$ cat config.mk
export PLATFORM = sky130hd
export DESIGN_NAME = spin_ctrl
export DESIGN_NICKNAME = d
export VERILOG_FILES = /design/src/rtl/spin_ctrl.sv
export SDC_FILE = /design/constraint.sdc
export NUM_CORES = 1
export LEC_CHECK = 0
export CAP_MARGIN = 10
export CORE_MARGIN = 5
export CORE_UTILIZATION = 45
export CTS_BUF_LIST = sky130_fd_sc_hd__clkbuf_8
export CTS_CLUSTER_DIAMETER = 30
export DETAILED_ROUTE_END_ITERATION = 16
export DONT_BUFFER_PORTS = 1
export PLACE_DENSITY = 0.67
export REMOVE_ABC_BUFFERS = 1
export SYNTH_ARGS = -nofsm -noshare
export SYNTH_HDL_FRONTEND = slang
export SYNTH_SLANG_ARGS = --single-unit
$ cat constraint.sdc
create_clock -name clk_i -period 3.05 [get_ports clk_i]
set_clock_uncertainty 0.15 [all_clocks]
set_input_delay 0.1525 -clock clk_i [delete_from_list [all_inputs] [get_ports clk_i]]
set_output_delay 0.1525 -clock clk_i [all_outputs]
set_load 0.02 [all_outputs]
$ cat src/rtl/spin_ctrl.sv
// Spinner motion controller: steps a 0..5 position with a slowing step period, then stops.
// Optional SPINNER_RANDOM_EN adds an LFSR offset to the position on spin entry.
module spin_ctrl #(
  parameter int TICK_DIV     = 1000,
  parameter int START_PERIOD = 2,
  parameter int STOP_PERIOD  = 40,
  parameter int PERIOD_INC   = 1
) (
  input  logic       clk_i,
  input  logic       reset_n_i,
  input  logic       start_i,
  output logic [2:0] pos_o,
  output logic       running_o,
  output logic       done_o
);

  typedef enum logic {IDLE, SPIN} state_t;

  localparam logic [15:0] TICK_LAST = 16'(TICK_DIV - 1);
  localparam logic [7:0]  START_P   = 8'(START_PERIOD);
  localparam logic [8:0]  STOP_P    = 9'(STOP_PERIOD);
  localparam logic [8:0]  INC_P     = 9'(PERIOD_INC);

  state_t      state;
  logic        sync_p0, sync_p1, sync_p2;
  logic        press;
  logic [15:0] prescaler;
  logic [7:0]  step_cnt;
  logic [7:0]  period;
  logic        tick;
  logic [8:0]  next_period;
  logic [2:0]  next_pos;
  logic [2:0]  entry_pos;

  function automatic logic [2:0] mod6(input logic [3:0] v);
    logic [3:0] r;
    r = v;
    if (r >= 4'd12)     r = r - 4'd12;
    else if (r >= 4'd6) r = r - 4'd6;
    return r[2:0];
  endfunction

  // Start synchronizer and rising-edge detector
  always_ff @(posedge clk_i or negedge reset_n_i) begin
    if (!reset_n_i) begin
      sync_p0 <= 1'b0;
      sync_p1 <= 1'b0;
      sync_p2 <= 1'b0;
    end else begin
      sync_p0 <= start_i;
      sync_p1 <= sync_p0;
      sync_p2 <= sync_p1;
    end
  end

  assign press       = sync_p1 & ~sync_p2;
  assign tick        = (prescaler == TICK_LAST);
  assign next_period = {1'b0, period} + INC_P;
  assign next_pos    = (pos_o == 3'd5) ? 3'd0 : pos_o + 3'd1;

`ifdef SPINNER_RANDOM_EN
  logic [7:0] lfsr;

  // Free-running x^8+x^6+x^5+x^4+1 sequence; runs in every state so entry offset is unpredictable
  always_ff @(posedge clk_i or negedge reset_n_i) begin
    if (!reset_n_i) lfsr <= 8'hA5;
    else            lfsr <= {lfsr[6:0], lfsr[7] ^ lfsr[5] ^ lfsr[4] ^ lfsr[3]};
  end

  assign entry_pos = mod6({1'b0, pos_o} + {1'b0, lfsr[2:0]});
`else
  assign entry_pos = mod6({1'b0, pos_o});
`endif

  always_ff @(posedge clk_i or negedge reset_n_i) begin
    if (!reset_n_i) begin
      state     <= IDLE;
      pos_o     <= 3'd0;
      running_o <= 1'b0;
      done_o    <= 1'b0;
      prescaler <= 16'd0;
      step_cnt  <= 8'd0;
      period    <= 8'd0;
    end else begin
      done_o <= 1'b0;
      case (state)
        IDLE: begin
          if (press) begin
            state     <= SPIN;
            running_o <= 1'b1;
            pos_o     <= entry_pos;
            period    <= START_P;
            prescaler <= 16'd0;
            step_cnt  <= 8'd0;
          end
        end
        SPIN: begin
          prescaler <= tick ? 16'd0 : prescaler + 16'd1;
          if (tick) begin
            if (step_cnt == period - 8'd1) begin
              pos_o    <= next_pos;
              step_cnt <= 8'd0;
              period   <= next_period[7:0];
              // Final step, stop and done pulse share one edge
              if (next_period > STOP_P) begin
                state     <= IDLE;
                running_o <= 1'b0;
                done_o    <= 1'b1;
              end
            end else begin
              step_cnt <= step_cnt + 8'd1;
            end
          end
        end
        default: state <= IDLE;
      endcase
    end
  end

endmodule

==> summary.md <==
| Metric | Value |
|---|---|
| Core ar. | between 5000 and 6000 sq um |
| Worst path required time | around 3.1 ns |
| Clk_lat worst skew | 0.29 ns |
| Largest net degree at the start of global routing | 42 |
| Top FF cell, synth | dfrtp_1 |
| Initial DRT Pass Iterations | 4 |
| Post-synthesis async set-or-reset flop share | 100% |
| CTS H-tree lvls | 2 |
| Actual slew at the worst max-slew pin | 0.680 ns |
| RSZ-0062 raised after global routing | no |
| Post-Layout Cell Count | 356 |
| Tot Pwr | 1.25 mW |
| Number of global-route vias before repair | about 2000 |
| Sequence of cells on the critical path | inv_1, ha_1, nor3b_4, mux2i_1, nor3b_1, o311a_2, and2_1, buf_12, o311ai_0, o21a_1 |
| WP data arrival | 2.89 ns |
| Die H | 85.4 um |
| Filler Cell Count | 511 |
| Setup crit end kind | flip-flop |
| CTS clk-pin slew, worst paths | 0.08 ns |
| Post-route DRC | 0 |
| Mapped Area | 2560 sq um |
| Post-route ant nets | 0 |
| DP Worst Slack | 0.264 ns |
| Detailed placer's ending HPWL | 3640 um |
| Antenna cells | 0 |
| Gate Count Post-Synth | 286 |
| PortBufs | 0 |
| Setup TNS | 0 ns |
| Inst Count DP | 346 |
| CTS tree | yes |
| Maximum Capacitance Violations | 0 |
| Num CTS Buffers | 5 |
| Die area | 7290 sq um |
| CP delay by family, top | compound AO/OA/AOI/OAI gates |
| GPL Wtd Cong | 0.778 |
| Syn_area_per_cell | just under 9 sq um |
| PD cells | 454 nW/um^2 |
| Worst IR Drop VDD | just over 0.5 mV |
| Worst Slack Setup Final | 0.250 ns |
| Sequential fraction of the synthesis area | 40.1% |
| Worst setup endpoint | step_cnt[4] |
| CP bufs+invs | 2 |
| Drt total wl | 5540 um |
| Worst Setup SP | period[0] |
| Delay of the slowest critical-path stage | 0.43 ns |
| Library cells used by synthesis | 52 |
| Cell row count | 27 |
| HP Class | input pin to async pin |
| Leak pwr | 1.13 nW |
| Area Growth Syn to Fin | 7.63% |
| Most frequent cells in the layout | dfrtp_1 (41), o21ai_0 (31), nand2_1 (21) |
| Yosys reg bits | 41 |
| Final period utilization | around nine tenths |
| CTS root buf | clkbuf_8 |
| RR Startpoint | period[0] |
| Initial DRC Count | 131 |
| Final net count | 293 |
| GR Overflow Total | 0 |
| Min Tclk post-route | 2.80 ns |
| Max Slew Vio Count | 0 |
| Ports | 8 |
| Fin. Hold Viols | 0 |
| CP max FO | 18 |
| Crit path kind | flip-flop to flip-flop |
| Layout cells sized above 1 | under 10% |
| Per-cell routed wire length | around 16 um |
| Starting Density | between 40% and 50% |
| R2R cell count | 10 |
| Worst R2R Setup Slack | 0.25 ns |
| Critical Path Start Type | flip-flop |
| Commonest non-fill, non-tap cell in the layout | dfrtp_1 |
| Die W | around 85 um |
| Clock buffer depth | 2 |
| Number of synthesized flops with an enable pin | 0 |
| YS warnings | 0 |
| Detailed-route vias per instance | 6.01 |
| Clock Sinks | 41 |
| First-pass GRT wire length | 9920 um |
| Initial antenna violation count | 0 |
| DR vias | 2138 |
| Fmax | 0.357 GHz |
| Final setup violation count | 0 |
| RR Endpoint | step_cnt[4] |
| Cell count along the critical path | 10 |
| Outcome | completed |
| Critical-path top delay cell | o311a_2 |
| Worst slew margin | 54.7% |
| Total GRT Usage | 16.3% |
==> cell type report <==
| type | instances | area (sq um) | share of cell area, % |
|---|---|---|---|
| Clock inverter | 2 | 35.0 | 1.27 |
| Sequential cell | 41 | 1030 | 37.3 |
| Clock buffer | 5 | 68.8 | 2.50 |
| Timing Repair Buffer | 12 | 120 | 4.36 |
| Multi-Input combinational cell | 217 | 1390 | 50.4 |
| Tap cell | 72 | 90.1 | 3.27 |
| Inverter | 7 | 26.3 | 0.954 |
==> timing repair <==
action	CTS	global route
hold endpoints to repair	42	0
hold buffers	3	0
buffers inserted	0	0
gates resized for setup	0	0
==> where the power goes <==
part | leakage, nW | switching, mW | internal [mW] | total (mW)
clock network | 0.0540 | 0.190 | 0.238 | 0.428
logic | 0.548 | 0.0720 | 0.0762 | 0.148
registers | 0.533 | 0.0745 | 0.600 | 0.674
==> stage by stage <==
| step | util (%) | hold WS (ns) | area, sq um |
|---|---|---|---|
| after floorplan | - | -0.293 | 2440 |
| after global placement | 47.4 | -0.291 | 2610 |
| after detailed placement | 47.4 | -0.290 | 2610 |
| after CTS | 50.0 | 0.193 | 2750 |
| after global routing | 50.0 | 0.199 | 2750 |
| final | 50.0 | 0.184 | 2750 |
==> how the worst min path moves through the flow <==
stage / start / end / slack (ns) / cells after the start
2_1_floorplan: reset_n_i / done_o / -0.29 / 0
3_3_place_gp: reset_n_i / prescaler[6] / -0.29 / 0
3_5_place_dp: reset_n_i / prescaler[8] / -0.29 / 0
4_1_cts: reset_n_i / prescaler[5] / 0.19 / 2
5_1_grt: reset_n_i / prescaler[12] / 0.20 / 2
6_report: reset_n_i / period[6] / 0.18 / 2
==> per-layer routing <==
metal  part of all wire [%]  GRT usage (%)  routed length [um]
met1                     50           22.9                2770
met2                     46           26.5                2560
met3                    2.9           2.91                 160
met4                   0.94           3.17                  52
met5                      0              0                   0
==> flip-flops by register name (all words and copies together) (netlist names) <==
name       count
prescaler     16
period         8
step_cnt       8
pos_o          3
done_o         1
running_o      1
state          1
sync_p0        1
sync_p1        1
sync_p2        1
==> synthesized netlist by cell type, drive strengths merged, types with 2 or more instances <==
master  instances  share of area (%)
a21oi          18                3.5
a31oi           4               0.98
a32o            4                1.6
a41o            2               0.78
a41oi           2               0.68
and3           11                2.7
and4            4                1.4
buf             8                2.7
clkbuf         13                1.9
dfrtp          41                 40
ha              6                2.9
inv             7                1.0
mux2i           4                1.6
nand2          22                3.3
nand2b          3               0.73
nand3          18                3.5
nand4           7                2.3
nor2           18                2.6
nor2b           4               0.98
nor3           13                3.0
nor3b           4                1.6
nor4            2               0.49
nor4b           2               0.68
o21a            2               0.59
o21ai          31                6.1
o311ai          3                1.3
o31ai           5                1.5
xnor2           9                3.1
xor2            4                1.4
==> cell families after synthesis <==
kind of cell,after synthesis,synth area share [%]
flops,41,40.1
simple gates,113,24.8
fa+ha+maj,6,2.93
xor+xnor,13,4.45
mux,5,2.00
compound gates,80,20.0
buf+inv,28,5.67
(Power assumes the default switching activity.)
